File: config.mk
export PLATFORM = sky130hd
export DESIGN_NAME = alu_issue_ctrl_flat
export DESIGN_NICKNAME = d
export VERILOG_FILES = /design/src/rtl/alu_issue_ctrl_pkg.sv /design/src/rtl/alu_issue_ctrl_if.sv /design/src/rtl/alu_issue_ctrl_alu_op_decode.sv /design/src/rtl/alu_issue_ctrl.sv /design/src/flat_wrapper.sv
export SDC_FILE = /design/constraint.sdc
export NUM_CORES = 1
export LEC_CHECK = 0
export BUFFER_PORTS_ARGS = -buffer_cell sky130_fd_sc_hd__buf_2
export CORE_MARGIN = 4
export CORE_UTILIZATION = 35
export DETAILED_ROUTE_END_ITERATION = 7
export PLACE_DENSITY = 0.63
export SLEW_MARGIN = 10
export SYNTH_ARGS = -nofsm -noshare
export SYNTH_HDL_FRONTEND = slang
export SYNTH_HIERARCHICAL = 1
export SYNTH_SLANG_ARGS = --single-unit
File: constraint.sdc
create_clock -name clock -period 2.1 [get_ports clock]
set_clock_uncertainty 0.05 [all_clocks]
set_input_delay 0.21 -clock clock [delete_from_list [all_inputs] [get_ports clock]]
set_output_delay 0.21 -clock clock [all_outputs]
set_load 0.005 [all_outputs]
File: src/rtl/alu_issue_ctrl_pkg.sv
// alu_issue_ctrl_pkg: shared constants for the ALU issue stage.
//   - ALU op codes (encoding shared with the execute stage)
//   - RV32I opcodes and branch funct3 codes
//   - decoded-instruction struct, funct3 arithmetic map, branch resolve helper
package alu_issue_ctrl_pkg;

  typedef enum logic [3:0] {
    ALU_ADD   = 4'd0,
    ALU_SUB   = 4'd1,
    ALU_SLL   = 4'd2,
    ALU_SLT   = 4'd3,
    ALU_SLTU  = 4'd4,
    ALU_XOR   = 4'd5,
    ALU_SRL   = 4'd6,
    ALU_SRA   = 4'd7,
    ALU_OR    = 4'd8,
    ALU_AND   = 4'd9,
    ALU_LUI   = 4'd10,
    ALU_AUIPC = 4'd11,
    ALU_SUBU  = 4'd12
  } alu_op_e;

  localparam logic [6:0] OPC_LUI    = 7'b0110111;
  localparam logic [6:0] OPC_AUIPC  = 7'b0010111;
  localparam logic [6:0] OPC_JAL    = 7'b1101111;
  localparam logic [6:0] OPC_JALR   = 7'b1100111;
  localparam logic [6:0] OPC_BRANCH = 7'b1100011;
  localparam logic [6:0] OPC_LOAD   = 7'b0000011;
  localparam logic [6:0] OPC_STORE  = 7'b0100011;
  localparam logic [6:0] OPC_OP_IMM = 7'b0010011;
  localparam logic [6:0] OPC_OP     = 7'b0110011;

  localparam logic [2:0] F3_BEQ  = 3'b000;
  localparam logic [2:0] F3_BNE  = 3'b001;
  localparam logic [2:0] F3_BLT  = 3'b100;
  localparam logic [2:0] F3_BGE  = 3'b101;
  localparam logic [2:0] F3_BLTU = 3'b110;
  localparam logic [2:0] F3_BGEU = 3'b111;

  localparam logic [6:0] F7_BASE = 7'b0000000;
  localparam logic [6:0] F7_ALT  = 7'b0100000;

  typedef struct packed {
    alu_op_e     op;
    logic        a_pc;
    logic        b_imm;
    logic [31:0] imm;
    logic        illegal;
    logic        is_branch;
  } dec_t;

  // funct3 -> op for the shared R/I arithmetic group (funct7 = base form)
  function automatic alu_op_e f3_arith(input logic [2:0] f3);
    alu_op_e r;
    case (f3)
      3'b000:  r = ALU_ADD;
      3'b001:  r = ALU_SLL;
      3'b010:  r = ALU_SLT;
      3'b011:  r = ALU_SLTU;
      3'b100:  r = ALU_XOR;
      3'b101:  r = ALU_SRL;
      3'b110:  r = ALU_OR;
      default: r = ALU_AND;
    endcase
    return r;
  endfunction

  // Branch outcome from ALU flags: BEQ/BNE use the SUB zero flag,
  // the others use the SLT/SLTU result bit.
  function automatic logic br_resolve(input logic [2:0] f3, input logic zero,
                                      input logic lsb);
    logic r;
    case (f3)
      F3_BEQ:          r = zero;
      F3_BNE:          r = !zero;
      F3_BLT, F3_BLTU: r = lsb;
      default:         r = !lsb;
    endcase
    return r;
  endfunction

endpackage

File: src/rtl/alu_issue_ctrl_if.sv
// alu_issue_ctrl_if: fetch->issue->ALU handshake bundle.
//   slave  : issue-stage view (inputs: in_valid, instr_in, pc_in, flush,
//            out_ready, alu_zero, alu_lsb; everything else driven)
//   master : environment view (mirror of slave)
interface alu_issue_ctrl_if #(parameter int XLEN = 32);
  import alu_issue_ctrl_pkg::*;

  logic            in_valid;
  logic            in_ready;
  logic [31:0]     instr_in;
  logic [XLEN-1:0] pc_in;
  logic            flush;
  logic            out_valid;
  logic            out_ready;
  alu_op_e         alu_op;
  logic            src_a_pc;
  logic            src_b_imm;
  logic [XLEN-1:0] imm_out;
  logic [XLEN-1:0] pc_out;
  logic            illegal;
  logic            alu_zero;
  logic            alu_lsb;
  logic            br_valid;
  logic            br_taken;

  modport slave (
    input  in_valid, instr_in, pc_in, flush, out_ready, alu_zero, alu_lsb,
    output in_ready, out_valid, alu_op, src_a_pc, src_b_imm, imm_out, pc_out,
           illegal, br_valid, br_taken
  );

  modport master (
    output in_valid, instr_in, pc_in, flush, out_ready, alu_zero, alu_lsb,
    input  in_ready, out_valid, alu_op, src_a_pc, src_b_imm, imm_out, pc_out,
           illegal, br_valid, br_taken
  );

endinterface

File: src/rtl/alu_issue_ctrl_alu_op_decode.sv
// alu_op_decode: combinational RV32I word -> ALU op, operand selects,
// sign-extended immediate, illegal and is_branch flags.
//   instr : raw instruction word
//   dec   : decoded fields (dec_t)
// Undecodable words come out as ADD with all selects/imm cleared and
// illegal set, so they still flow down the pipe.
module alu_op_decode
  import alu_issue_ctrl_pkg::*;
(
  input  logic [31:0] instr,
  output dec_t        dec
);

  logic [6:0]  opc;
  logic [2:0]  f3;
  logic [6:0]  f7;
  logic [31:0] imm_i, imm_s, imm_b, imm_u, imm_j;
  logic        ill;

  assign opc = instr[6:0];
  assign f3  = instr[14:12];
  assign f7  = instr[31:25];

  assign imm_i = {{20{instr[31]}}, instr[31:20]};
  assign imm_s = {{20{instr[31]}}, instr[31:25], instr[11:7]};
  assign imm_b = {{19{instr[31]}}, instr[31], instr[7], instr[30:25], instr[11:8], 1'b0};
  assign imm_u = {instr[31:12], 12'h000};
  assign imm_j = {{11{instr[31]}}, instr[31], instr[19:12], instr[20], instr[30:21], 1'b0};

  always_comb begin
    dec    = '0;
    dec.op = ALU_ADD;
    ill    = 1'b0;
    case (opc)
      OPC_OP: begin
        if (f7 == F7_BASE)                      dec.op = f3_arith(f3);
        else if (f7 == F7_ALT && f3 == 3'b000)  dec.op = ALU_SUB;
        else if (f7 == F7_ALT && f3 == 3'b101)  dec.op = ALU_SRA;
        else                                    ill    = 1'b1;
      end
      OPC_OP_IMM: begin
        // funct7 only matters for the shift forms; elsewhere it is imm bits
        dec.b_imm = 1'b1;
        dec.imm   = imm_i;
        dec.op    = f3_arith(f3);
        if (f3 == 3'b001 && f7 != F7_BASE) ill = 1'b1;
        if (f3 == 3'b101) begin
          if (f7 == F7_ALT)       dec.op = ALU_SRA;
          else if (f7 != F7_BASE) ill    = 1'b1;
        end
      end
      OPC_LOAD: begin
        dec.b_imm = 1'b1;
        dec.imm   = imm_i;
        ill       = (f3 == 3'b011) || (f3[2:1] == 2'b11);
      end
      OPC_STORE: begin
        dec.b_imm = 1'b1;
        dec.imm   = imm_s;
        ill       = (f3 > 3'b010);
      end
      OPC_JAL: begin
        dec.a_pc  = 1'b1;
        dec.b_imm = 1'b1;
        dec.imm   = imm_j;
      end
      OPC_JALR: begin
        dec.a_pc  = 1'b1;
        dec.b_imm = 1'b1;
        dec.imm   = imm_i;
        ill       = (f3 != 3'b000);
      end
      OPC_LUI: begin
        dec.op    = ALU_LUI;
        dec.b_imm = 1'b1;
        dec.imm   = imm_u;
      end
      OPC_AUIPC: begin
        dec.op    = ALU_AUIPC;
        dec.a_pc  = 1'b1;
        dec.b_imm = 1'b1;
        dec.imm   = imm_u;
      end
      OPC_BRANCH: begin
        // compare runs rs1 vs rs2, imm_out carries the target offset
        dec.imm       = imm_b;
        dec.is_branch = 1'b1;
        case (f3)
          F3_BEQ, F3_BNE:   dec.op = ALU_SUB;
          F3_BLT, F3_BGE:   dec.op = ALU_SLT;
          F3_BLTU, F3_BGEU: dec.op = ALU_SLTU;
          default:          ill    = 1'b1;
        endcase
      end
      default: ill = 1'b1;
    endcase
    if (ill) begin
      dec         = '0;
      dec.op      = ALU_ADD;
      dec.illegal = 1'b1;
    end
  end

endmodule

File: src/rtl/alu_issue_ctrl.sv
// alu_issue_ctrl: decode-side driver of the integer ALU.
//   clock, reset : rising-edge clock, synchronous active-high reset
//   bus (slave)  : in_valid/in_ready/instr_in/pc_in/flush from fetch,
//                  out_valid/out_ready/alu_op/src_a_pc/src_b_imm/imm_out/
//                  pc_out/illegal toward the ALU, alu_zero/alu_lsb back,
//                  br_valid/br_taken branch resolution pulse
//   issued_cnt, taken_cnt : statistics, only with ALU_ISSUE_STATS_EN
// One register stage with full throughput; branch outcome resolves one
// cycle after the branch handshakes with the ALU.
module alu_issue_ctrl
  import alu_issue_ctrl_pkg::*;
#(
  parameter int XLEN  = 32,
  parameter int CNT_W = 16
) (
  input  logic             clock,
  input  logic             reset,
  alu_issue_ctrl_if.slave  bus
`ifdef ALU_ISSUE_STATS_EN
  ,
  output logic [CNT_W-1:0] issued_cnt,
  output logic [CNT_W-1:0] taken_cnt
`endif
);

  if (XLEN != 32 || CNT_W < 1) begin : g_cfg_chk
    $error("alu_issue_ctrl: XLEN must be 32 and CNT_W must be >= 1");
  end

  dec_t dec;
  alu_op_decode u_dec (.instr(bus.instr_in), .dec(dec));

  logic            vld_q;
  alu_op_e         op_q;
  logic            a_pc_q, b_imm_q, ill_q, is_br_q;
  logic [XLEN-1:0] imm_q, pc_q;
  logic [2:0]      f3_q;
  logic            br_vld_q, br_tkn_q;
  logic            in_rdy, hs, cap, br_hs;

  assign in_rdy = !vld_q || bus.out_ready;
  assign hs     = vld_q && bus.out_ready;
  assign cap    = bus.in_valid && in_rdy && !bus.flush;
  // flush kills the branch even if it handshakes this cycle
  assign br_hs  = hs && is_br_q && !bus.flush;

  always_ff @(posedge clock) begin
    if (reset) begin
      vld_q    <= 1'b0;
      op_q     <= ALU_ADD;
      a_pc_q   <= 1'b0;
      b_imm_q  <= 1'b0;
      ill_q    <= 1'b0;
      is_br_q  <= 1'b0;
      imm_q    <= '0;
      pc_q     <= '0;
      f3_q     <= '0;
      br_vld_q <= 1'b0;
      br_tkn_q <= 1'b0;
    end else begin
      br_vld_q <= br_hs;
      br_tkn_q <= br_hs && br_resolve(f3_q, bus.alu_zero, bus.alu_lsb);
      if (bus.flush) begin
        vld_q <= 1'b0;
      end else if (cap) begin
        vld_q   <= 1'b1;
        op_q    <= dec.op;
        a_pc_q  <= dec.a_pc;
        b_imm_q <= dec.b_imm;
        ill_q   <= dec.illegal;
        is_br_q <= dec.is_branch;
        imm_q   <= dec.imm;
        pc_q    <= bus.pc_in;
        f3_q    <= bus.instr_in[14:12];
      end else if (bus.out_ready) begin
        vld_q <= 1'b0;
      end
    end
  end

  assign bus.in_ready  = in_rdy;
  assign bus.out_valid = vld_q;
  assign bus.alu_op    = op_q;
  assign bus.src_a_pc  = a_pc_q;
  assign bus.src_b_imm = b_imm_q;
  assign bus.imm_out   = imm_q;
  assign bus.pc_out    = pc_q;
  assign bus.illegal   = ill_q;
  assign bus.br_valid  = br_vld_q;
  assign bus.br_taken  = br_tkn_q;

`ifdef ALU_ISSUE_STATS_EN
  // free-running, wrap naturally; flush leaves them alone
  always_ff @(posedge clock) begin
    if (reset) begin
      issued_cnt <= '0;
      taken_cnt  <= '0;
    end else begin
      if (hs)                   issued_cnt <= issued_cnt + CNT_W'(1);
      if (br_vld_q && br_tkn_q) taken_cnt  <= taken_cnt + CNT_W'(1);
    end
  end
`endif

endmodule

File: src/flat_wrapper.sv
// flat-port wrapper written by rule: the top's interface ports become plain ports
module alu_issue_ctrl_flat import alu_issue_ctrl_pkg::*;
#(
  parameter int XLEN  = 32,
  parameter int CNT_W = 16
)
  (clock, reset, bus_in_valid, bus_instr_in, bus_pc_in, bus_flush, bus_out_ready, bus_alu_zero, bus_alu_lsb, bus_in_ready, bus_out_valid, bus_alu_op, bus_src_a_pc, bus_src_b_imm, bus_imm_out, bus_pc_out, bus_illegal, bus_br_valid, bus_br_taken);
  alu_issue_ctrl_if #(.XLEN(XLEN)) bus_i ();
  input  logic clock;
  input  logic reset;
  input wire logic [$bits(bus_i.in_valid)-1:0] bus_in_valid;
  input wire logic [$bits(bus_i.instr_in)-1:0] bus_instr_in;
  input wire logic [$bits(bus_i.pc_in)-1:0] bus_pc_in;
  input wire logic [$bits(bus_i.flush)-1:0] bus_flush;
  input wire logic [$bits(bus_i.out_ready)-1:0] bus_out_ready;
  input wire logic [$bits(bus_i.alu_zero)-1:0] bus_alu_zero;
  input wire logic [$bits(bus_i.alu_lsb)-1:0] bus_alu_lsb;
  output wire logic [$bits(bus_i.in_ready)-1:0] bus_in_ready;
  output wire logic [$bits(bus_i.out_valid)-1:0] bus_out_valid;
  output wire logic [$bits(bus_i.alu_op)-1:0] bus_alu_op;
  output wire logic [$bits(bus_i.src_a_pc)-1:0] bus_src_a_pc;
  output wire logic [$bits(bus_i.src_b_imm)-1:0] bus_src_b_imm;
  output wire logic [$bits(bus_i.imm_out)-1:0] bus_imm_out;
  output wire logic [$bits(bus_i.pc_out)-1:0] bus_pc_out;
  output wire logic [$bits(bus_i.illegal)-1:0] bus_illegal;
  output wire logic [$bits(bus_i.br_valid)-1:0] bus_br_valid;
  output wire logic [$bits(bus_i.br_taken)-1:0] bus_br_taken;
  assign bus_i.in_valid = bus_in_valid;
  assign bus_i.instr_in = bus_instr_in;
  assign bus_i.pc_in = bus_pc_in;
  assign bus_i.flush = bus_flush;
  assign bus_i.out_ready = bus_out_ready;
  assign bus_i.alu_zero = bus_alu_zero;
  assign bus_i.alu_lsb = bus_alu_lsb;
  assign bus_in_ready = bus_i.in_ready;
  assign bus_out_valid = bus_i.out_valid;
  assign bus_alu_op = bus_i.alu_op;
  assign bus_src_a_pc = bus_i.src_a_pc;
  assign bus_src_b_imm = bus_i.src_b_imm;
  assign bus_imm_out = bus_i.imm_out;
  assign bus_pc_out = bus_i.pc_out;
  assign bus_illegal = bus_i.illegal;
  assign bus_br_valid = bus_i.br_valid;
  assign bus_br_taken = bus_i.br_taken;
  alu_issue_ctrl #(.XLEN(XLEN), .CNT_W(CNT_W)) u_core (.clock(clock), .reset(reset), .bus(bus_i));
endmodule
==> results.toml, run 1 <==
[floorplan]
die_h_um = 120.1
pin_count = 146
die_w_um = 120.1
rows = 40
dieArea_um2 = 14420
initial_core_util = 0.3614
coreArea_um2 = 12160

[global_route]
overflow = 0
antenna_found_initial = 0
grt_pass1_wl_mm = 23.23
grt_pass1_vias = 4288
grt.total_usage = 0.1985
grt_max_degree = 77

[placement]
gp_congestion = 0.9645
io_buffers = 145
dp_hpwl_mm = 10.58

[route]
drt_wl_total_mm = 14.77
vias = 4498
drtAntennaViolNets = 0
drt_iter0_markers = 286
first_pass_iters = 5
viasPerCell = 5.393
wire_per_inst_um = 17.71
drc = 0

[finish]
syn2layout_area_growth_pct = 24.94
diodes = 0
nets = 732
fin_util = 0.4515
fill_cells = 1227
drive_gt1_frac = 0.3889

[synth]
yosys_warnings = 6
syn_inst = 543
yosys.cell_types.count = 54
yosysTopAreaCell = "dfxtp_1"
netlist_area_um2 = 4395
synth_commonest_cells = "78 x dfxtp_1, 73 x o21ai_0, 70 x a21oi_1, 55 x nand3_1, 34 x nand2_1"
synth.most_common_cell = "dfxtp_1"
synthFlopType = "dfxtp_1"
syn_nets = 614
async_flop_share = 0
syn_area_per_cell_um2 = 8.095
ys_ff_latch = 78
seq_area_frac_synth = 0.3553
synth_edf_count = 0
synth_area_leaders = "dfxtp_1 36%, o21ai_0 8.3%, a21oi_1 8.0%"
netlist.area_leader.share = 0.3553

[worst_hold_path]
hold_start = "bus_flush"
hold_end = "u_core/bus.out_valid"
hold_path.class = "in -> reg"
min_path_cells = 2

[pwr]
netSwitchingFraction = 0.2462
p_int_w = 0.002756
power_switching_w = 0.0009005
power_density_nw_per_um2 = 665.9
power.share.clock = 0.455
p_comb_frac = 0.127
ir_drop_mv = 0.4250
p_seq_frac = 0.419
p_leak_nw = 2.095

[worst_setup_path]
rr_startpoint = "u_core/bus.out_valid"
required_ps = 1840
rr_worst_depth = 4
r2r_slack_ps = 350
crit_path_end_kind = "output port"
critPathKind = "reg -> out"
worst-path-max-fanout = 76
critPathLaunchType = "flop"
critPathArrivalTime_ps = 1540
reg2reg_to = "u_core/bus.pc_out[9]"

[run]
max_cap_violations = 0

[clocking]
h-tree-depth = 3
tritoncts = "yes"
cts_sinks = 78
clkLatencyLatePin_ps = 330
clk_pin_slew_ps = 60
hold_buffers = 0
clk_path_buf_depth = 2
cts_root_buffer = "clkbuf_16"
cts_resized = 0
cts_buffers = 9
cts_setup_buffers = 0

[sta]
setup_viol = 0
tns_ps = 0
finalCritPeriodShare = 0.8592
tightest_slew_ps = 727.5
fmaxAchievable_ghz = 0.5542
final.min_clock_period_ps = 1804
relSlewSlack = 0.5145
final_max_slew_viol_count = 0
hold_viol = 0
rsz0062_at_grt = "no"

[status]
outcome = "finished clean"
==> flip-flops by register name, indices dropped and copies added, names as in the netlist <==
register              cells
u_core/bus.alu_op         4
u_core/bus.br_taken       1
u_core/bus.br_valid       1
u_core/bus.illegal        1
u_core/bus.imm_out       32
u_core/bus.out_valid      1
u_core/bus.pc_out        32
u_core/bus.src_a_pc       1
u_core/bus.src_b_imm      1
u_core/f3_q               3
u_core/is_br_q            1
==> metal layers <==
layer	part of all wire	wire (µm)	global-route usage
met1	0.45	6674	0.2667
met2	0.48	7091	0.3242
met3	0.052	769	0.03959
met4	0.016	234	0.05369
met5	0	0	0
==> worst max-delay path by stage <==
stage,to,slack (ps),cells after the start,startpoint
after CTS,bus_in_ready,80,3,u_core/bus.out_valid
after detailed placement,u_core/bus.imm_out[20],50,9,bus_instr_in[2]
after global placement,u_core/bus.imm_out[23],40,9,bus_instr_in[3]
after global routing,u_core/bus.imm_out[20],140,9,bus_instr_in[2]
final,bus_in_ready,300,3,u_core/bus.out_valid
after floorplan,u_core/bus.illegal,420,10,bus_instr_in[3]
==> metrics by stage <==
stage / cells / setup WS (ps) / cell area (µm²) / hold slack (ps) / power, W
finish: 834 / 295.6 / 5492 / 38.11 / 0.003657
global route: 834 / 139.3 / 5492 / 35.41 / 0.003818
CTS: 834 / 82.28 / 5489 / 24.78 / 0.003696
detailed placement: 818 / 46.57 / 5172 / 377.9 / 0.002023
global placement: 818 / 35.20 / 5172 / 366.9 / 0.002014
floorplan: 543 / 417.9 / 4395 / 239.3 / 0.001841
==> final cells by class <==
type,instances,area [µm²],share of cell area
Multi-Input combinational cell,399,2429,0.4422
Sequential cell,78,1562,0.2843
Timing Repair Buffer,168,950.9,0.1732
Clock buffer,12,246.5,0.04488
Tap cell,168,210.2,0.03828
Clock inverter,4,70.07,0.01276
Inverter,5,23.77,0.004329
==> layout by cell type, fill, tap and decap left out, types with 20 or more instances in the layout <==
master and count:
a21oi_2 33, nand2_1 34, nand3_1 55, nand3_2 30, o21ai_0 73, buf_4 20
dfxtp_1 78, nor2_1 24, a21oi_1 70, buf_2 144
==> power by group through the flow <==
stage	combinational (W)	clock, W	sequential, W
2_1_floorplan	0.000276	0	0.00156
3_3_place_gp	0.000453	0	0.00156
3_5_place_dp	0.000460	0	0.00156
4_1_cts	0.000462	0.00170	0.00153
5_1_grt	0.000506	0.00178	0.00153
6_report	0.000464	0.00166	0.00153
==> kinds of logic after synthesis <==
logic type	count (synthesis)	synth area share
buf+inv	66	0.09336
simple gates	177	0.2377
compound gates	217	0.3037
xor+xnor	5	0.009963
flops	78	0.3553
==> critical path, stage by stage, from the launching register on <==
cell     delay (ps)
dfxtp_1         320
nor2b_4         140
inv_6           450
buf_2           230
No activity file was read; power rests on OpenSTA's default activity.
==> run 2: changes to the inputs <==
--- a/config.mk
+++ b/config.mk
@@ -9,7 +9,7 @@
 export CORE_MARGIN = 4
 export CORE_UTILIZATION = 35
 export DETAILED_ROUTE_END_ITERATION = 7
-export PLACE_DENSITY = 0.63
+export PLACE_DENSITY = 0.65
 export SLEW_MARGIN = 10
 export SYNTH_ARGS = -nofsm -noshare
 export SYNTH_HDL_FRONTEND = slang
==> constraint.sdc (replaced) <==
create_clock -name clock -period 1.6 [get_ports clock]
set_clock_uncertainty 0.05 [all_clocks]
set_input_delay 0.16 -clock clock [delete_from_list [all_inputs] [get_ports clock]]
set_output_delay 0.16 -clock clock [all_outputs]
set_load 0.005 [all_outputs]
==> run 2 against run 1 <==
- design area is 13% higher
- worst setup slack worse by 280 ps
- die area unchanged
- clock power grew 17%
- sequential power is 31% higher
- hold slack lost 17 ps
- sequential share of layout area down 3.2 points
- total power is 29% higher
- routed wire length up 3.4%
- critical path type is now in -> reg
==> results.toml, run 2 (synthesized netlist as in run 1, its figures left out) <==
[placement]
dp_cells = 866
gp_congestion = 0.9532
io_buffers = 145
place_ws_ps = -329.8
dp_hpwl_mm = 10.65

[route]
drc = 0
drt_wl_total_mm = 15.27
viasPerCell = 5.365
drtAntennaViolNets = 0
wire_per_inst_um = 17.21
met3_length_um = 836
vias = 4759
met2WireLength_mm = 7.280
first_pass_iters = 5
maxUsedRoutingLayer = "met4"
drt_iter0_markers = 372
wl_met1_mm = 6.791

[pwr]
power.share.clock = 0.413
p_int_w = 0.003497
power_switching_w = 0.001220
ir_drop_mv = 0.4973
p_seq_frac = 0.426
netSwitchingFraction = 0.2587
power_density_nw_per_um2 = 762.7
p_leak_nw = 2.389
p_total_w = 0.004717
p_comb_frac = 0.161

[clocking]
h-tree-depth = 3
cts_root_buffer = "clkbuf_16"
clk_pin_slew_ps = 60
clkLatencyLatePin_ps = 330
clk_path_buf_depth = 2
cts_buffers = 9
tritoncts = "yes"
cts_sinks = 78

[sta]
relSlewSlack = 0.6385
final_max_slew_viol_count = 0
setup_viol = 0
tns_ps = 0
final.setup.worst_slack_ps = 19.05
fmaxAchievable_ghz = 0.6325
rsz0062_at_grt = "yes"
hold_viol = 0
finalCritPeriodShare = 0.9881
tightest_slew_ps = 542.2
final.min_clock_period_ps = 1581
hold-worst-slack_ps = 21.23

[floorplan]
initial_core_util = 0.3614
pin_count = 146
coreArea_um2 = 12160
die_h_um = 120.1
die_w_um = 120.1
dieArea_um2 = 14420
rows = 40

[worst_hold_path]
hold_path.class = "in -> reg"

[worst_setup_path]
crit_path_end_kind = "flop"
required_ps = 1810
critPathLaunchType = "primary input"
critPathKind = "in -> reg"
r2r_slack_ps = 140
critPathArrivalTime_ps = 1790
worst-path-max-fanout = 8

[finish]
final_cells = 887
nets = 787
drive_gt1_frac = 0.4951
final_common_cell = "buf_2"
mostFrequentLayoutCells = "139 x buf_2, 78 x dfxtp_1, 71 x o21ai_0"
diodes = 0
syn2layout_area_growth_pct = 40.71

[global_route]
grt_max_degree = 77
grt_pass1_wl_mm = 23.54
grt.total_usage = 0.2008
overflow = 0
grt_pass1_vias = 4677
antenna_found_initial = 0

[status]
outcome = "finished clean"

[run]
max_cap_violations = 0
[run 2: cell count changes in the layout (fill, tap and decap cells not counted), moves of 3 or more]
cell	before	now
nor2_2	1	4
a21oi_1	70	40
buf_6	0	3
nand3_1	55	52
nor2_1	24	18
buf_4	20	69
a21oi_2	33	63
buf_2	144	139
nor2_4	0	3
nand3_2	30	33
[run 2: worst max-delay path: stages]
cell       delay (ps)
buf_8             100
nor4_4            310
nand2_2           150
o211ai_4          230
nand4_4           250
clkbuf_16         250
a21oi_2            90
nand3_1            90
a21oi_2           150
[run 2: what timing repair did]
action / CTS / global route
setup endpoints to repair: 19 / 29
hold endpoints to repair: 1 / 0
setup buffers: 0 / 3
cloned: 0 / 3
resized for setup: 4 / 58
pin swaps: 0 / 19
hold buffers: 1 / 0
[run 2: path summary, 6_finish.rpt]
path / start / endpoint / depth (start not counted)
hold reg to reg: u_core/bus.imm_out[16] / u_core/bus.imm_out[16] / 2
setup / recovery: bus_instr_in[27] / u_core/bus.imm_out[14] / 9
setup reg to reg: u_core/bus.out_valid / u_core/bus.pc_out[7] / 5
hold / removal: bus_pc_in[21] / u_core/bus.pc_out[21] / 3
[run 2: metrics by stage]
stage          instance area, µm²  utilization
2_1_floorplan                4444            -
5_1_grt                      6185       0.5085
6_report                     6185       0.5085
3_3_place_gp                 5584       0.4592
3_5_place_dp                 5584       0.4592
4_1_cts                      5882       0.4836
[run 2: layout make-up]
type | count | area [µm²]
fill | 1206 | 5977
inverter | 5 | 45.04
tap | 168 | 210.2
clock buffer | 9 | 225.2
timing repair inverter | 1 | 11.26
timing repair buffer | 222 | 1450
multi-input combinational | 399 | 2629
sequential | 78 | 1562
clock inverter | 5 | 52.55
[run 2: power by group through the flow]
| stage | clock (W) | combinational [W] | sequential (W) |
|---|---|---|---|
| final | 0.00195 | 0.000760 | 0.00201 |
| after global routing | 0.00210 | 0.000825 | 0.00201 |
| after CTS | 0.00202 | 0.000701 | 0.00201 |
| after detailed placement | 0 | 0.000695 | 0.00205 |
| after global placement | 0 | 0.000689 | 0.00205 |
| after floorplan | 0 | 0.000370 | 0.00205 |
[run 2: routing by layer]
| layer | vias up | global-route usage |
|---|---|---|
| met5 | - | 0 |
| met4 | 0 | 0.07301 |
| met3 | 29 | 0.03959 |
| met2 | 171 | 0.3235 |
| met1 | 2268 | 0.2663 |
| li1 | 2291 | - |
==> run 3: changes to the inputs <==
--- a/config.mk
+++ b/config.mk
@@ -9,9 +9,8 @@
 export CORE_MARGIN = 4
 export CORE_UTILIZATION = 35
 export DETAILED_ROUTE_END_ITERATION = 7
-export PLACE_DENSITY = 0.65
+export PLACE_DENSITY = 0.68
 export SLEW_MARGIN = 10
 export SYNTH_ARGS = -nofsm -noshare
 export SYNTH_HDL_FRONTEND = slang
-export SYNTH_HIERARCHICAL = 1
 export SYNTH_SLANG_ARGS = --single-unit
==> run 3 against run 2 <==
- the run now ends with setup timing left
- register-to-register slack worse by 420 ps
- routed wire length is 26% lower
- core utilization is 5.5 points higher
- final cell count is 11% lower
- sequential power hardly changed
- count of clock-buffer cells in the layout is 2 higher
- total power is 14% lower
- design area is 15% lower
- critical path depth is 3 lower
- synthesized area is 23% lower
- synthesized cell count is 21% lower
- maximum frequency is 16% lower
- largest cell class unchanged
==> results.toml, run 3 <==
[worst_setup_path]
slowest_delay_ps = 560
slowest_stage = "or4b_4"
critPathArrivalTime_ps = 2090
path_cells = "nor2b_4, inv_2, nand3b_1, a211o_1, or4b_4, o31ai_2"
worst-path-max-fanout = 6
r2r_slack_ps = -280
path_delay_family = "simple AND/OR/NAND/NOR gates"
cp_num_buf_inv = 1
rr_worst_depth = 6
critPathLaunchType = "flop"
required_ps = 1810
crit_path_end_kind = "flop"
critical_path_depth = 6
critPathKind = "reg -> reg"

[pwr]
ir_drop_mv = 0.5985
p_total_w = 0.004037
power_density_nw_per_um2 = 771.2
p_leak_nw = 2.315
power_switching_w = 0.001021
power.share.clock = 0.353
netSwitchingFraction = 0.2530
p_seq_frac = 0.497
p_int_w = 0.003016
p_comb_frac = 0.151

[worst_hold_path]
min_path_cells = 3
hold_path.class = "in -> reg"

[synth]
synthFlopType = "dfxtp_1"
async_flop_share = 0
netlist.area_leader.share = 0.4634
ys_ff_latch = 78
netlist_area_um2 = 3369
yosys.cell_types.count = 45
synth.most_common_cell = "nand2_1"
synth_edf_count = 0
seq_area_frac_synth = 0.4634
yosys_warnings = 0
syn_nets = 502
syn_area_per_cell_um2 = 7.818
synth_area_leaders = "dfxtp_1 46%, nand2_1 13%, a21oi_1 8.8%"
syn_inst = 431
synth_commonest_cells = "120 x nand2_1, 78 x dfxtp_1, 59 x a21oi_1, 38 x o21ai_0, 26 x clkbuf_1"
yosysTopAreaCell = "dfxtp_1"

[sta]
setup_viol = 39
hold_viol = 0
final_max_slew_viol_count = 0
relSlewSlack = 0.6321
rsz0062_at_grt = "yes"
finalCritPeriodShare = 1.177
tightest_slew_ps = 551.9
final.setup.worst_slack_ps = -282.8
final.min_clock_period_ps = 1883
hold-worst-slack_ps = 17.19
fmaxAchievable_ghz = 0.5311

[placement]
dp_hpwl_mm = 8.309
gp_congestion = 1.011
io_buffers = 145
placed_area_um2 = 4669

[floorplan]
rows = 35
dieArea_um2 = 11260
pin_count = 146
die_w_um = 106.1
coreArea_um2 = 9284
die_h_um = 106.1
initial_core_util = 0.3629

[finish]
final_cell_area_um2 = 5235
syn2layout_area_growth_pct = 55.37
nets = 725
mostFrequentLayoutCells = "145 x buf_2, 120 x nand2_1, 77 x dfxtp_1"
drive_gt1_frac = 0.3672
diodes = 0
fill_cells = 876
final_common_cell = "buf_2"

[clocking]
clkLatencyLatePin_ps = 340
clk_pin_slew_ps = 80
cts_buffers = 9
h-tree-depth = 3
cts_root_buffer = "clkbuf_8"
clk_path_buf_depth = 2
tritoncts = "yes"
cts_sinks = 78

[status]
outcome = "finished with violations"
failed_checks = "setup timing"

[global_route]
grt_max_degree = 39
overflow = 0
grt.total_usage = 0.1960
grt_pass1_wl_mm = 18.02
grt_pass1_vias = 3865
antenna_found_initial = 0

[route]
wire_per_inst_um = 14.39
drc = 0
drt_wl_total_mm = 11.34
drtAntennaViolNets = 0
viasPerCell = 5.079
drt_iter0_markers = 234
first_pass_iters = 5
vias = 4002

[run]
max_cap_violations = 0
-- run 3: worst paths after layout --
kind                                end                  start
hold reg to reg   u_core.bus.imm_out[4]  u_core.bus.imm_out[4]
setup reg to reg   u_core.bus.alu_op[3]   u_core.bus.out_valid
setup / recovery   u_core.bus.alu_op[3]   u_core.bus.out_valid
hold / removal    u_core.bus.pc_out[31]          bus_pc_in[31]
-- run 3: routing by layer --
| metal | vias up | GRT usage | share of wire |
|---|---|---|---|
| met3 | 19 | 0.05768 | 0.085 |
| met1 | 1856 | 0.2371 | 0.41 |
| met5 | - | 0 | 0 |
| li1 | 1949 | - | - |
| met4 | 0 | 0.06383 | 0.019 |
| met2 | 178 | 0.3330 | 0.48 |
-- run 3: area by class of cell --
| type | instances | area [µm²] | area share |
|---|---|---|---|
| Timing Repair Buffer | 243 | 1579 | 0.3016 |
| Clock inverter | 5 | 58.81 | 0.01123 |
| Clock buffer | 11 | 131.4 | 0.02510 |
| Sequential cell | 78 | 1563 | 0.2985 |
| Tap cell | 129 | 161.4 | 0.03083 |
| Inverter | 4 | 15.01 | 0.002868 |
| Multi-Input combinational cell | 318 | 1727 | 0.3298 |
-- run 3: power by group through the flow --
stage / logic, W / clock network (W) / registers (W)
3_5_place_dp: 0.000535 / 0 / 0.00205
6_report: 0.000608 / 0.00142 / 0.00200
4_1_cts: 0.000598 / 0.00148 / 0.00200
5_1_grt: 0.000664 / 0.00157 / 0.00201
3_3_place_gp: 0.000526 / 0 / 0.00205
2_1_floorplan: 0.000223 / 0 / 0.00205
-- run 3: per-stage QoR --
stage          TNS (ps)  setup WS (ps)  cells    util
2_1_floorplan     -5864         -284.3    431       -
3_3_place_gp     -12220         -393.3    739  0.5030
3_5_place_dp     -13600         -452.2    739  0.5030
4_1_cts           -8486         -261.1    786  0.5602
5_1_grt          -11230         -341.4    788  0.5639
6_report          -8801         -282.8    788  0.5639
-- run 3: repair_timing --
action | in CTS | in global routing
buffers inserted | 3 | 1
setup endpoints to repair | 39 | 39
endpoints found under the hold margin | 28 | 1
pin swaps | 1 | 7
gates resized for setup | 31 | 4
hold buffers | 28 | 1
-- run 3: worst min-delay path: cells and delay by family --
| family | cells | cell delay (ps) |
|---|---|---|
| compound gates | 1 | 50 |
| buf+inv | 1 | 100 |
| simple gates | 1 | 50 |
-- run 3: logic make-up (layout without fill, tap and decap cells) --
| family | Yosys count | after routing | synth area share |
|---|---|---|---|
| DFF | 78 | 78 | 0.4634 |
| AOI/OAI and AO/OA | 138 | 138 | 0.2421 |
| and+or+nand+nor | 176 | 176 | 0.2410 |
| buffers and inverters | 35 | 263 | 0.04307 |
| xor gates and xnor gates | 4 | 4 | 0.01040 |
